--- config.mk ---
export PLATFORM = sky130hd
export DESIGN_NAME = move_replayer
export DESIGN_NICKNAME = d
export VERILOG_FILES = /design/src/rtl/move_replayer.sv
export SDC_FILE = /design/constraint.sdc
export NUM_CORES = 1
export LEC_CHECK = 0
export BUFFER_PORTS_ARGS = -buffer_cell sky130_fd_sc_hd__buf_2
export CAP_MARGIN = 40
export CELL_PAD_IN_SITES_DETAIL_PLACEMENT = 1
export CELL_PAD_IN_SITES_GLOBAL_PLACEMENT = 2
export CORE_UTILIZATION = 40
export CTS_BUF_LIST = sky130_fd_sc_hd__clkbuf_4 sky130_fd_sc_hd__clkbuf_8
export CTS_CLUSTER_SIZE = 28
export DETAILED_ROUTE_END_ITERATION = 10
export PLACE_DENSITY = 0.95
export RECOVER_POWER = 25
export SLEW_MARGIN = 20
export SYNTH_ARGS = -nofsm -noshare
export SYNTH_HDL_FRONTEND = slang
export SYNTH_SLANG_ARGS = --single-unit
export TNS_END_PERCENT = 5
--- constraint.sdc ---
create_clock -name clk -period 8.1 [get_ports clk]
set_clock_uncertainty 0.05 [all_clocks]
set_input_delay 1.215 -clock clk [delete_from_list [all_inputs] [get_ports clk]]
set_output_delay 1.215 -clock clk [all_outputs]
set_load 0.03 [all_outputs]
--- src/rtl/move_replayer.sv ---
//------------------------------------------------------------------------------
// move_replayer: replays buffered maze moves and checks the end pose against a target.
// Revision: 1.0
//------------------------------------------------------------------------------
`timescale 1ns/1ps
`default_nettype none

module move_replayer (
    input  logic       clk,
    input  logic       rst,
    input  logic       start,
    input  logic [3:0] targetX,
    input  logic [3:0] targetY,
    input  logic [1:0] Move,
    input  logic       moveValid,
    output logic       moveReady,
    input  logic       sqDone,
    output logic [3:0] poseX,
    output logic [3:0] poseY,
    output logic [7:0] stepCount,
    output logic       busy,
    output logic       pass,
    output logic       fail
);

    localparam logic [2:0] S_IDLE  = 3'd0;
    localparam logic [2:0] S_RUN   = 3'd1;
    localparam logic [2:0] S_DRAIN = 3'd2;
    localparam logic [2:0] S_PASS  = 3'd3;
    localparam logic [2:0] S_FAIL  = 3'd4;

    logic [2:0] state_q, state_d;
    logic       pass_q, fail_q;
    logic [1:0] fifo_q [4];
    logic [1:0] wr_q, wr_d, rd_q, rd_d;
    logic [2:0] cnt_q, cnt_d;
    logic [3:0] tx_q, tx_d, ty_q, ty_d;
    logic [3:0] posx_q, posx_d, posy_q, posy_d;
    logic [7:0] step_q, step_d;

    logic       push, pop, viol, flush, start_acc, hit;
    logic [1:0] head;
    logic [4:0] nx, ny;
    logic [2:0] cnt_after;

    // Output decode
    always_comb begin
        moveReady = (state_q == S_RUN) && (cnt_q != 3'd4) && !sqDone;
        busy      = (state_q == S_RUN) || (state_q == S_DRAIN);
    end

    // One extra bit on the candidate pose flags both overflow past 15 and underflow below 0.
    always_comb begin
        push      = moveValid && moveReady;
        pop       = busy && (cnt_q != 3'd0);
        head      = fifo_q[rd_q];
        start_acc = start && ((state_q == S_IDLE) || (state_q == S_PASS) || (state_q == S_FAIL));
        nx        = {1'b0, posx_q};
        ny        = {1'b0, posy_q};
        case (head)
            2'b00:   nx = {1'b0, posx_q} + 5'd1;
            2'b01:   ny = {1'b0, posy_q} + 5'd1;
            2'b10:   nx = {1'b0, posx_q} - 5'd1;
            default: ny = {1'b0, posy_q} - 5'd1;
        endcase
        viol      = pop && (nx[4] || ny[4]);
        flush     = start_acc || viol;
        cnt_after = cnt_q - {2'b00, pop} + {2'b00, push};
    end

    always_comb begin
        posx_d = posx_q;
        posy_d = posy_q;
        step_d = step_q;
        tx_d   = tx_q;
        ty_d   = ty_q;
        if (start_acc) begin
            posx_d = 4'd0;
            posy_d = 4'd0;
            step_d = 8'd0;
            tx_d   = targetX;
            ty_d   = targetY;
        end else if (pop && !viol) begin
            posx_d = nx[3:0];
            posy_d = ny[3:0];
            step_d = (step_q == 8'hFF) ? step_q : step_q + 8'd1;
        end
        cnt_d = flush ? 3'd0 : cnt_after;
        wr_d  = flush ? 2'd0 : wr_q + {1'b0, push};
        rd_d  = flush ? 2'd0 : rd_q + {1'b0, pop};
        hit   = (posx_d == tx_q) && (posy_d == ty_q);
    end

    // Next-state logic; a boundary violation outranks resolution.
    always_comb begin
        state_d = state_q;
        case (state_q)
            S_IDLE, S_PASS, S_FAIL: if (start) state_d = S_RUN;
            S_RUN: begin
                if (viol)
                    state_d = S_FAIL;
                else if (sqDone)
                    state_d = (cnt_after != 3'd0) ? S_DRAIN : (hit ? S_PASS : S_FAIL);
            end
            S_DRAIN: begin
                if (viol)
                    state_d = S_FAIL;
                else if (cnt_after == 3'd0)
                    state_d = hit ? S_PASS : S_FAIL;
            end
            default: state_d = S_IDLE;
        endcase
    end

    always_ff @(posedge clk or negedge rst) begin
        if (!rst) begin
            state_q <= S_IDLE;
            pass_q  <= 1'b0;
            fail_q  <= 1'b0;
        end else begin
            state_q <= state_d;
            pass_q  <= (state_d == S_PASS);
            fail_q  <= (state_d == S_FAIL);
        end
    end

    always_ff @(posedge clk or negedge rst) begin
        if (!rst) begin
            for (int i = 0; i < 4; i++) fifo_q[i] <= 2'b00;
            wr_q   <= 2'd0;
            rd_q   <= 2'd0;
            cnt_q  <= 3'd0;
            tx_q   <= 4'd0;
            ty_q   <= 4'd0;
            posx_q <= 4'd0;
            posy_q <= 4'd0;
            step_q <= 8'd0;
        end else begin
            if (push && !flush) fifo_q[wr_q] <= Move;
            wr_q   <= wr_d;
            rd_q   <= rd_d;
            cnt_q  <= cnt_d;
            tx_q   <= tx_d;
            ty_q   <= ty_d;
            posx_q <= posx_d;
            posy_q <= posy_d;
            step_q <= step_d;
        end
    end

    assign poseX     = posx_q;
    assign poseY     = posy_q;
    assign stepCount = step_q;
    assign pass      = pass_q;
    assign fail      = fail_q;

endmodule

`default_nettype wire

==> impl.org, run 1 <==
** Die
- After floorplanning, the core was divided into 30 placement rows.
- Once the floorplan was initialized, standard cells occupied 41.3% of the core.
- Area of the die :: 7350 µm²
- Boundary Pins :: 35
- In this run the vertical extent of the chip is 85.7 µm.
- Die width :: 85.7 µm
- The floorplan step defined a core boundary enclosing 6790 µm².

** Placed design
- Port bufs :: 34
- Cell area reported after detailed placement :: 3090 µm²
- Pre-CTS setup slack :: 3.91 ns
- Summed over all nets, the half-perimeter wirelength after detailed placement is 5200 µm.
- Routability-driven placement finished with a final weighted congestion of 0.760.

** Layout
- The net count of the finished layout is 362.
- Area growth from synthesis to final layout :: 12.2%
- FILL cells :: 833
- Antenna diode count :: 0
- Of the cells placed in the final design, the portion with a size suffix greater than 1 is 19.0%.
- Once layout is done, the placed cells without fillers occupy 3150 µm².

** Clocking
- Worst-skew pair later-pin latency :: 0.30 ns
- After clock tree synthesis, the clock-pin slew on the worst setup and hold paths is 0.08 ns.
- The number of clock buffers added by TritonCTS is 5.
- Number of gates resized after cts :: 0
- Buffer levels on the longest clock path :: 2
- The number of hold buffers added after CTS was 0.
- TritonCTS sink count :: 44
- The number of setup buffers added after CTS is 0.
- CTS root buffer :: sky130_fd_sc_hd__clkbuf_8
- The H-tree was split into 2 levels.
- TritonCTS built the clock tree.

** GRT
- Number of antenna violations at the first check in global routing :: 0
- Global-route usage over all layers :: 20.0%
- Maximum number of pins on one net before global-route repair :: 24
- Global-route wire length before repair :: 11,700 µm
- Total gr overflow :: 0
- Number of global-route vias before repair :: 2,357

** Worst setup path
- The worst setup path is launched from a register.
- Maximum fanout along the worst path :: 10
- At the worst endpoint, the required time is 8.24 ns.
- Type of the worst setup path :: reg -> reg
- Sort of element at the end of the critical path :: register
- Worst endpoint data arrival time :: 4.23 ns
- Slack of the worst reg-to-reg path :: 4.00 ns

** Synthesis
- Cell taking the most area after synthesis :: sky130_fd_sc_hd__dfrtp_1
- After synthesis, the most frequently instantiated cells are sky130_fd_sc_hd__dfrtp_1 (44), sky130_fd_sc_hd__nand2_1 (41), sky130_fd_sc_hd__nor2_1 (26).
- Sequential area share after synthesis :: 39.3%
- Yosys mapped a number of flops with a built-in enable equal to 0.
- Among all cell types in the netlist, the one instantiated most often is sky130_fd_sc_hd__dfrtp_1.
- Net count after synthesis :: 330
- A synthesized cell averages 9.23 µm².
- Primary flip-flop cell chosen by synthesis mapping :: sky130_fd_sc_hd__dfrtp_1
- After synthesis the cells add up to 2810 µm².
- Counting flops with an async set or reset pin after synthesis yields a share of 100%.
- Synthesis produced 304 cells.
- Top-area cell type share of the netlist area :: 39.3%
- After synthesis, the netlist uses 62 different library cells.
- After synthesis, the cell types taking the most area are sky130_fd_sc_hd__dfrtp_1 (39%), sky130_fd_sc_hd__nand2_1 (5.5%), sky130_fd_sc_hd__ha_1 (4.0%), sky130_fd_sc_hd__mux2_2 (3.6%), sky130_fd_sc_hd__nor2_1 (3.5%).
- The synthesized design contains 44 register bits.
- For this run, the number of Yosys warnings is 0.

** STA
- Final count of pins violating max slew :: 0
- Actual slew at the worst max-slew pin :: 1.26 ns
- Endpoints failing setup :: 0
- Hold violation total from the final report :: 0
- The worst path uses 50.6% of the clock period.
- In this run the tightest slew margin relative to its limit is 16.0%.
- Final worst-path setup slack :: 4.00 ns
- Unrepaired setup endpoints after global routing :: no
- The smallest clock period supported by the final layout is computed as 4.10 ns.
- Setup total negative slack on the finished layout was measured at 0 ns.
- FMAX :: 0.244 GHz

** Power and ir drop
- PnR Total Power :: 0.00129 W
- Pwr per Cell Area :: 411 nW/µm²
- Static leakage power :: 1.47 nW
- Maximum VDD drop :: 0.150 mV

** Drt
- Routed via count divided by cell count :: 5.48
- In this run the remaining antenna-violating nets after routing total 0.
- For this block, the initial DRC count from the detailed router was 77.
- Via total after detailed routing :: 2,367
- Post-route DRC :: 0
- In the final routed layout, each cell accounts on average for 15.6 µm.
- WL final :: 6740 µm
- Detailed-routing iteration count for the pre-antenna-repair pass :: 4

** Run
- # Max-Cap Violations :: 0

** Status
- The run finished with clean final reports.

** Hold path
- Worst Hold Class :: reg -> reg
[routing by layer]
metal	up-vias	global-route usage, %	share of wire, %
li1	1142	-	-
met1	1190	27.6	48
met2	29	33.4	49
met3	6	2.89	2.0
met4	0	4.55	0.99
met5	-	0	0
[cell families (layout without fill, tap and decap cells)]
logic type | Yosys count | count (layout) | share of synthesized area (%)
simple gates | 134 | 134 | 24.2
fa+ha+maj | 11 | 11 | 5.44
xor+xnor | 19 | 19 | 5.93
buf+inv | 25 | 57 | 3.57
flops | 44 | 44 | 39.3
mux | 18 | 18 | 7.85
compound gates | 53 | 53 | 13.8
[path summary, 6_finish.rpt]
path	from	to	depth (start not counted)
max	rd_q[0]	fifo_q[7]	11
min	fifo_q[6]	fifo_q[6]	1
min in group asynchronous	rst	state_q[0]	1
max reg2reg	rd_q[0]	fifo_q[7]	11
min reg2reg	fifo_q[6]	fifo_q[6]	1
max in group asynchronous	rst	stepCount[6]	2
[layout make-up]
cell class	instances	area [µm²]	area share [%]
inverter	13	48.8	1.55
clock buffer	5	68.8	2.19
tap	96	120	3.82
multi-input combinational	235	1600	51.0
timing repair buffer	37	191	6.08
sequential	44	1100	35.0
clock inverter	2	12.5	0.398
[state kept, by name, summed over array words and instances, names as in the netlist]
signal	count
fifo_q	8
stepCount	8
poseX	4
poseY	4
tx_q	4
ty_q	4
cnt_q	3
state_q	3
rd_q	2
wr_q	2
fail	1
pass	1
[worst max-delay path, stage by stage (launching register included)]
cell and delay, ns:
sky130_fd_sc_hd__dfrtp_1 0.48, sky130_fd_sc_hd__mux4_1 0.80, sky130_fd_sc_hd__and2b_1 0.29, sky130_fd_sc_hd__xor2_1 0.14
sky130_fd_sc_hd__ha_1 0.32, sky130_fd_sc_hd__nor4_1 0.12, sky130_fd_sc_hd__a2bb2oi_1 0.29, sky130_fd_sc_hd__o21ai_0 0.24
sky130_fd_sc_hd__nand2_1 0.28, sky130_fd_sc_hd__nand2_1 0.15, sky130_fd_sc_hd__nor4_1 0.42, sky130_fd_sc_hd__mux2_2 0.39
[per-stage QoR]
| step | instances | util, % | hold WS [ns] |
|---|---|---|---|
| CTS | 432 | 46.7 | 0.472 |
| finish | 432 | 46.3 | 0.476 |
| floorplan | 304 | - | 0.418 |
| global placement | 423 | 44.9 | 0.440 |
| detailed placement | 425 | 45.5 | 0.453 |
| global route | 432 | 46.3 | 0.486 |
[placed cells by master, fill, tap and decap left out, types with 3 or more instances in the layout]
cell type / n
sky130_fd_sc_hd__nor2b_1: 6
sky130_fd_sc_hd__nand3_1: 6
sky130_fd_sc_hd__xor2_1: 9
sky130_fd_sc_hd__nand4_1: 6
sky130_fd_sc_hd__o21ai_0: 11
sky130_fd_sc_hd__xnor2_1: 10
sky130_fd_sc_hd__ha_1: 9
sky130_fd_sc_hd__buf_2: 33
sky130_fd_sc_hd__a31oi_1: 3
sky130_fd_sc_hd__nor2_1: 26
sky130_fd_sc_hd__a21o_1: 3
sky130_fd_sc_hd__mux2_2: 9
sky130_fd_sc_hd__nand2_1: 41
sky130_fd_sc_hd__nand2b_1: 4
sky130_fd_sc_hd__and3_1: 4
sky130_fd_sc_hd__a21oi_1: 12
sky130_fd_sc_hd__nor3_1: 9
sky130_fd_sc_hd__mux2i_1: 7
sky130_fd_sc_hd__clkbuf_8: 5
sky130_fd_sc_hd__inv_1: 12
sky130_fd_sc_hd__dfrtp_1: 44
sky130_fd_sc_hd__nor4_1: 6
sky130_fd_sc_hd__and2_1: 9
sky130_fd_sc_hd__or3_1: 4
[power breakdown]
part	switching, W	total (W)	internal (W)
clock	0.0000766	0.000135	0.0000585
combinational	0.000467	0.000774	0.000307
sequential	0.0000897	0.000383	0.000293
Note: power is estimated with default switching activity, not from simulation.
==> run 2: changes to the inputs <==
CORE_UTILIZATION = 37   (was 40)
PLACE_DENSITY = 0.93   (was 0.95)
clock period = 4.1 ns   (was 8.1 ns; I/O delays follow)
==> run 2 against run 1 <==
  * The flow now finishes with violations (max-capacitance violations, max-slew violations)
  * Sequential cell count did not move
  * Clock power rose to 2.6 times the previous value
  * Global-route usage decreased by 0.26 points
  * Core utilization down 2.0 points
  * Worst setup slack got worse by 3.7 ns
  * Fmax up 6.7%
  * Sequential share of layout area is 0.91 points lower
  * Power grew 110%
  * Sequential power grew 98%
  * Wire length increased by 5.5%
  * Largest power group unchanged
  * Highest routed layer unchanged
==> impl.org, run 2 (same netlist as run 1, synthesis figures left out) <==
** Status
- Outcome :: finished with violations (was complete, no violations)
- Violations in the final reports :: max-capacitance violations, max-slew violations

** Worst setup path
- Worst Setup SP :: rd_q[0] (unchanged)
- Startpoint kind of the worst setup timing path :: register (unchanged)
- The required time of the critical path came to 4.27 ns (was 8.24 ns).
- The critical-path maximum fanout is 7 (was 10).
- Slowest stage delay, CP :: 0.61 ns (was 0.80 ns)
- The beginning of the worst register-to-register path is rd_q[0] (unchanged).
- Worst endpoint data arrival time :: 4.01 ns (was 4.23 ns)
- The kind of capture point of the worst setup path is a register (unchanged).
- The slack of the worst reg-to-reg path came to 0.26 ns (was 4.00 ns).
- Type of the worst setup path :: reg -> reg (unchanged)
- Cell with the largest stage delay on the worst path :: sky130_fd_sc_hd__mux4_2 (was sky130_fd_sc_hd__mux4_1)
- Cells traversed along the worst timing path :: mux4_2, nand2_1, inv_1, fa_1, nor2b_1, o21ai_0, a21oi_1, o21a_2, mux2i_1, xnor2_1, o32ai_1, buf_4, o311ai_4, o31ai_2 (was mux4_1, and2b_1, xor2_1, ha_1, nor4_1, a2bb2oi_1, o21ai_0, nand2_1, nand2_1, nor4_1, mux2_2)

** Clocking
- Count of hold-fix buffers inserted at cts :: 0 (unchanged)
- H-Tree Depth :: 2 (unchanged)
- The cell at the root of the clock tree is sky130_fd_sc_hd__clkbuf_8 (unchanged).
- Post-CTS repair timing setup buffer count :: 0 (unchanged)
- Number of gates resized after cts :: 0 (unchanged)
- The register clock-pin slew on the reported worst setup and hold paths was 0.09 ns (was 0.08 ns).
- TritonCTS sink count :: 44 (unchanged)
- The number of buffers on the longest clock path came to 2 (unchanged).
- The clock latency reported for the late side of the worst-skew pair is 0.31 ns (was 0.30 ns).
- The clock tree from TritonCTS is done (unchanged).
- Total clock buffers created by CTS :: 5 (unchanged)

** Layout
- Antenna diode count :: 0 (unchanged)
- Most frequent cells in the layout :: sky130_fd_sc_hd__dfrtp_1 (44), sky130_fd_sc_hd__nand2_1 (41), sky130_fd_sc_hd__buf_2 (33) (unchanged)
- Share of cells above drive strength 1 :: 21.6% (was 19.0%)
- The most common cell after layout, fill and taps aside is sky130_fd_sc_hd__dfrtp_1 (unchanged).
- Post-layout net count :: 368 (was 362)
- The area overhead of the layout relative to synthesis was 15.2% (was 12.2%).
- Multi-input gate area in the final layout :: 1610 µm² (was 1600 µm²)
- Area taken by flip-flops and latches :: 1100 µm² (unchanged)
- FILL cells :: 891 (was 833)

** Drt
- Detailed-routing iteration count for the pre-antenna-repair pass :: 4 (unchanged)
- The number of violations reported at the end of detailed-routing iteration 0 is 86 (was 77).
- Post-route DRC :: 0 (unchanged)
- The detailed-route wire length came to 7110 µm (was 6740 µm).
- The via density per instance came to 5.31 (was 5.48).
- The per-cell routed wire length is 16.1 µm (was 15.6 µm).
- Antenna Nets Post-Route :: 0 (unchanged)
- Via total after detailed routing :: 2,349 (was 2,367)

** STA
- The final period demand of the worst path was 3.84 ns (was 4.10 ns).
- Unrepaired setup endpoints after global routing :: no (unchanged)
- Final worst-path setup slack :: 0.262 ns (was 4.00 ns)
- The worst-case hold slack came to 0.307 ns (was 0.476 ns).
- Final count of pins violating max slew :: 32 (was 0)
- The timing-limited maximum frequency was 0.261 GHz (was 0.244 GHz).
- The count of endpoints failing setup in the final report is 0 (unchanged).
- Hold violation total from the final report :: 0 (unchanged)
- The max-slew headroom at the worst pin was -14.4% (was 16.0%).
- Total negative slack :: 0 ns (unchanged)
- Actual slew at the worst max-slew pin :: 1.72 ns (was 1.26 ns)
- The portion of the clock cycle consumed by the worst path in the final layout was 93.6% (was 50.6%).

** Die
- The standard cell core area is 7290 µm² (was 6790 µm²).
- Y dimension of the die :: 89.1 µm (was 85.7 µm)
- The number of cell rows came to 31 (was 30).
- Die width :: 89.1 µm (was 85.7 µm)
- The initial core utilization came to 38.5% (was 41.3%).
- Boundary Pins :: 35 (unchanged)
- The area of the die is 7930 µm² (was 7350 µm²).

** Placed design
- Pre-CTS setup slack :: 0.153 ns (was 3.91 ns)
- Post-detail-place hpwl :: 5450 µm (was 5200 µm)
- Port bufs :: 34 (unchanged)
- Routability-driven placement congestion ratio :: 0.845 (was 0.760)

** Power and ir drop
- Static leakage power :: 1.52 nW (was 1.47 nW)
- The largest vdd supply drop was 0.259 mV (was 0.150 mV).
- The power density normalized to cell area is 841 nW/µm² (was 411 nW/µm²).

** GRT
- Number of global-route vias before repair :: 2,383 (was 2,357)
- Top Usage Layer GRT :: met2 (unchanged)
- Total gr overflow :: 0 (unchanged)
- The global routing met2 resource utilization is 32.8% (was 33.4%).
- The initial antenna violation count was 0 (unchanged).
- Fraction of met1 tracks used by global routing :: 27.4% (was 27.6%)
- The largest net degree at the start of global routing is 32 (was 24).
- The overall track demand over capacity in global routing is 19.7% (was 20.0%).
- The wire length of the first global-routing pass is 11,900 µm (was 11,700 µm).
- The met3 track utilization from global routing was 2.77% (was 2.89%).

** Hold path
- Worst Hold Class :: in -> async (was reg -> reg)

** Run
- # Max-Cap Violations :: 1 (was 0)
==> run 2: stage by stage <==
step | std cells | area, µm² | total power [W] | util (%)
finish | 442 | 3230 | 0.00272 | 44.3
global route | 442 | 3230 | 0.00295 | 44.3
CTS | 442 | 3240 | 0.00273 | 44.4
detailed placement | 434 | 3130 | 0.00237 | 42.9
global placement | 433 | 3110 | 0.00230 | 42.6
floorplan | 304 | 2810 | 0.00191 | -
==> run 2: where the power goes <==
group          internal [W]  switching [W]  leakage [nW]
registers          0.000580       0.000178         0.579
logic              0.000660       0.000952         0.883
clock network      0.000188       0.000161        0.0586
total               0.00143        0.00129          1.52
==> run 2: metal layers <==
layer	wire length [µm]	up-vias
li1	-	1152
met1	3430	1160
met2	3450	29
met3	160	8
met4	69	0
met5	0	-
==> run 2: worst paths after layout <==
kind	end	cells past startpoint
setup / recovery	pass	14
hold / removal	poseX[1]	1
setup reg to reg	pass	14
hold reg to reg	ty_q[1]	2
max in group asynchronous	rd_q[0]	2
min in group clk	tx_q[3]	3
==> run 2: final cells by class <==
type,count,area share (%)
clock buffer,6,2.36
sequential,44,34.1
clock inverter,2,1.08
inverter,13,1.51
multi-input combinational,235,49.9
tap,99,3.83
timing repair buffer,43,7.20
==> run 2: worst max-delay path: cells and delay by family, from the launching register on <==
kind	cells	cell delay [ns]
buffers and inverters	2	0.26
DFF	1	0.48
and+or+nand+nor	2	0.28
xor gates and xnor gates	1	0.10
AOI/OAI and AO/OA	6	1.24
muxes	2	0.91
adders and majority gates	1	0.41
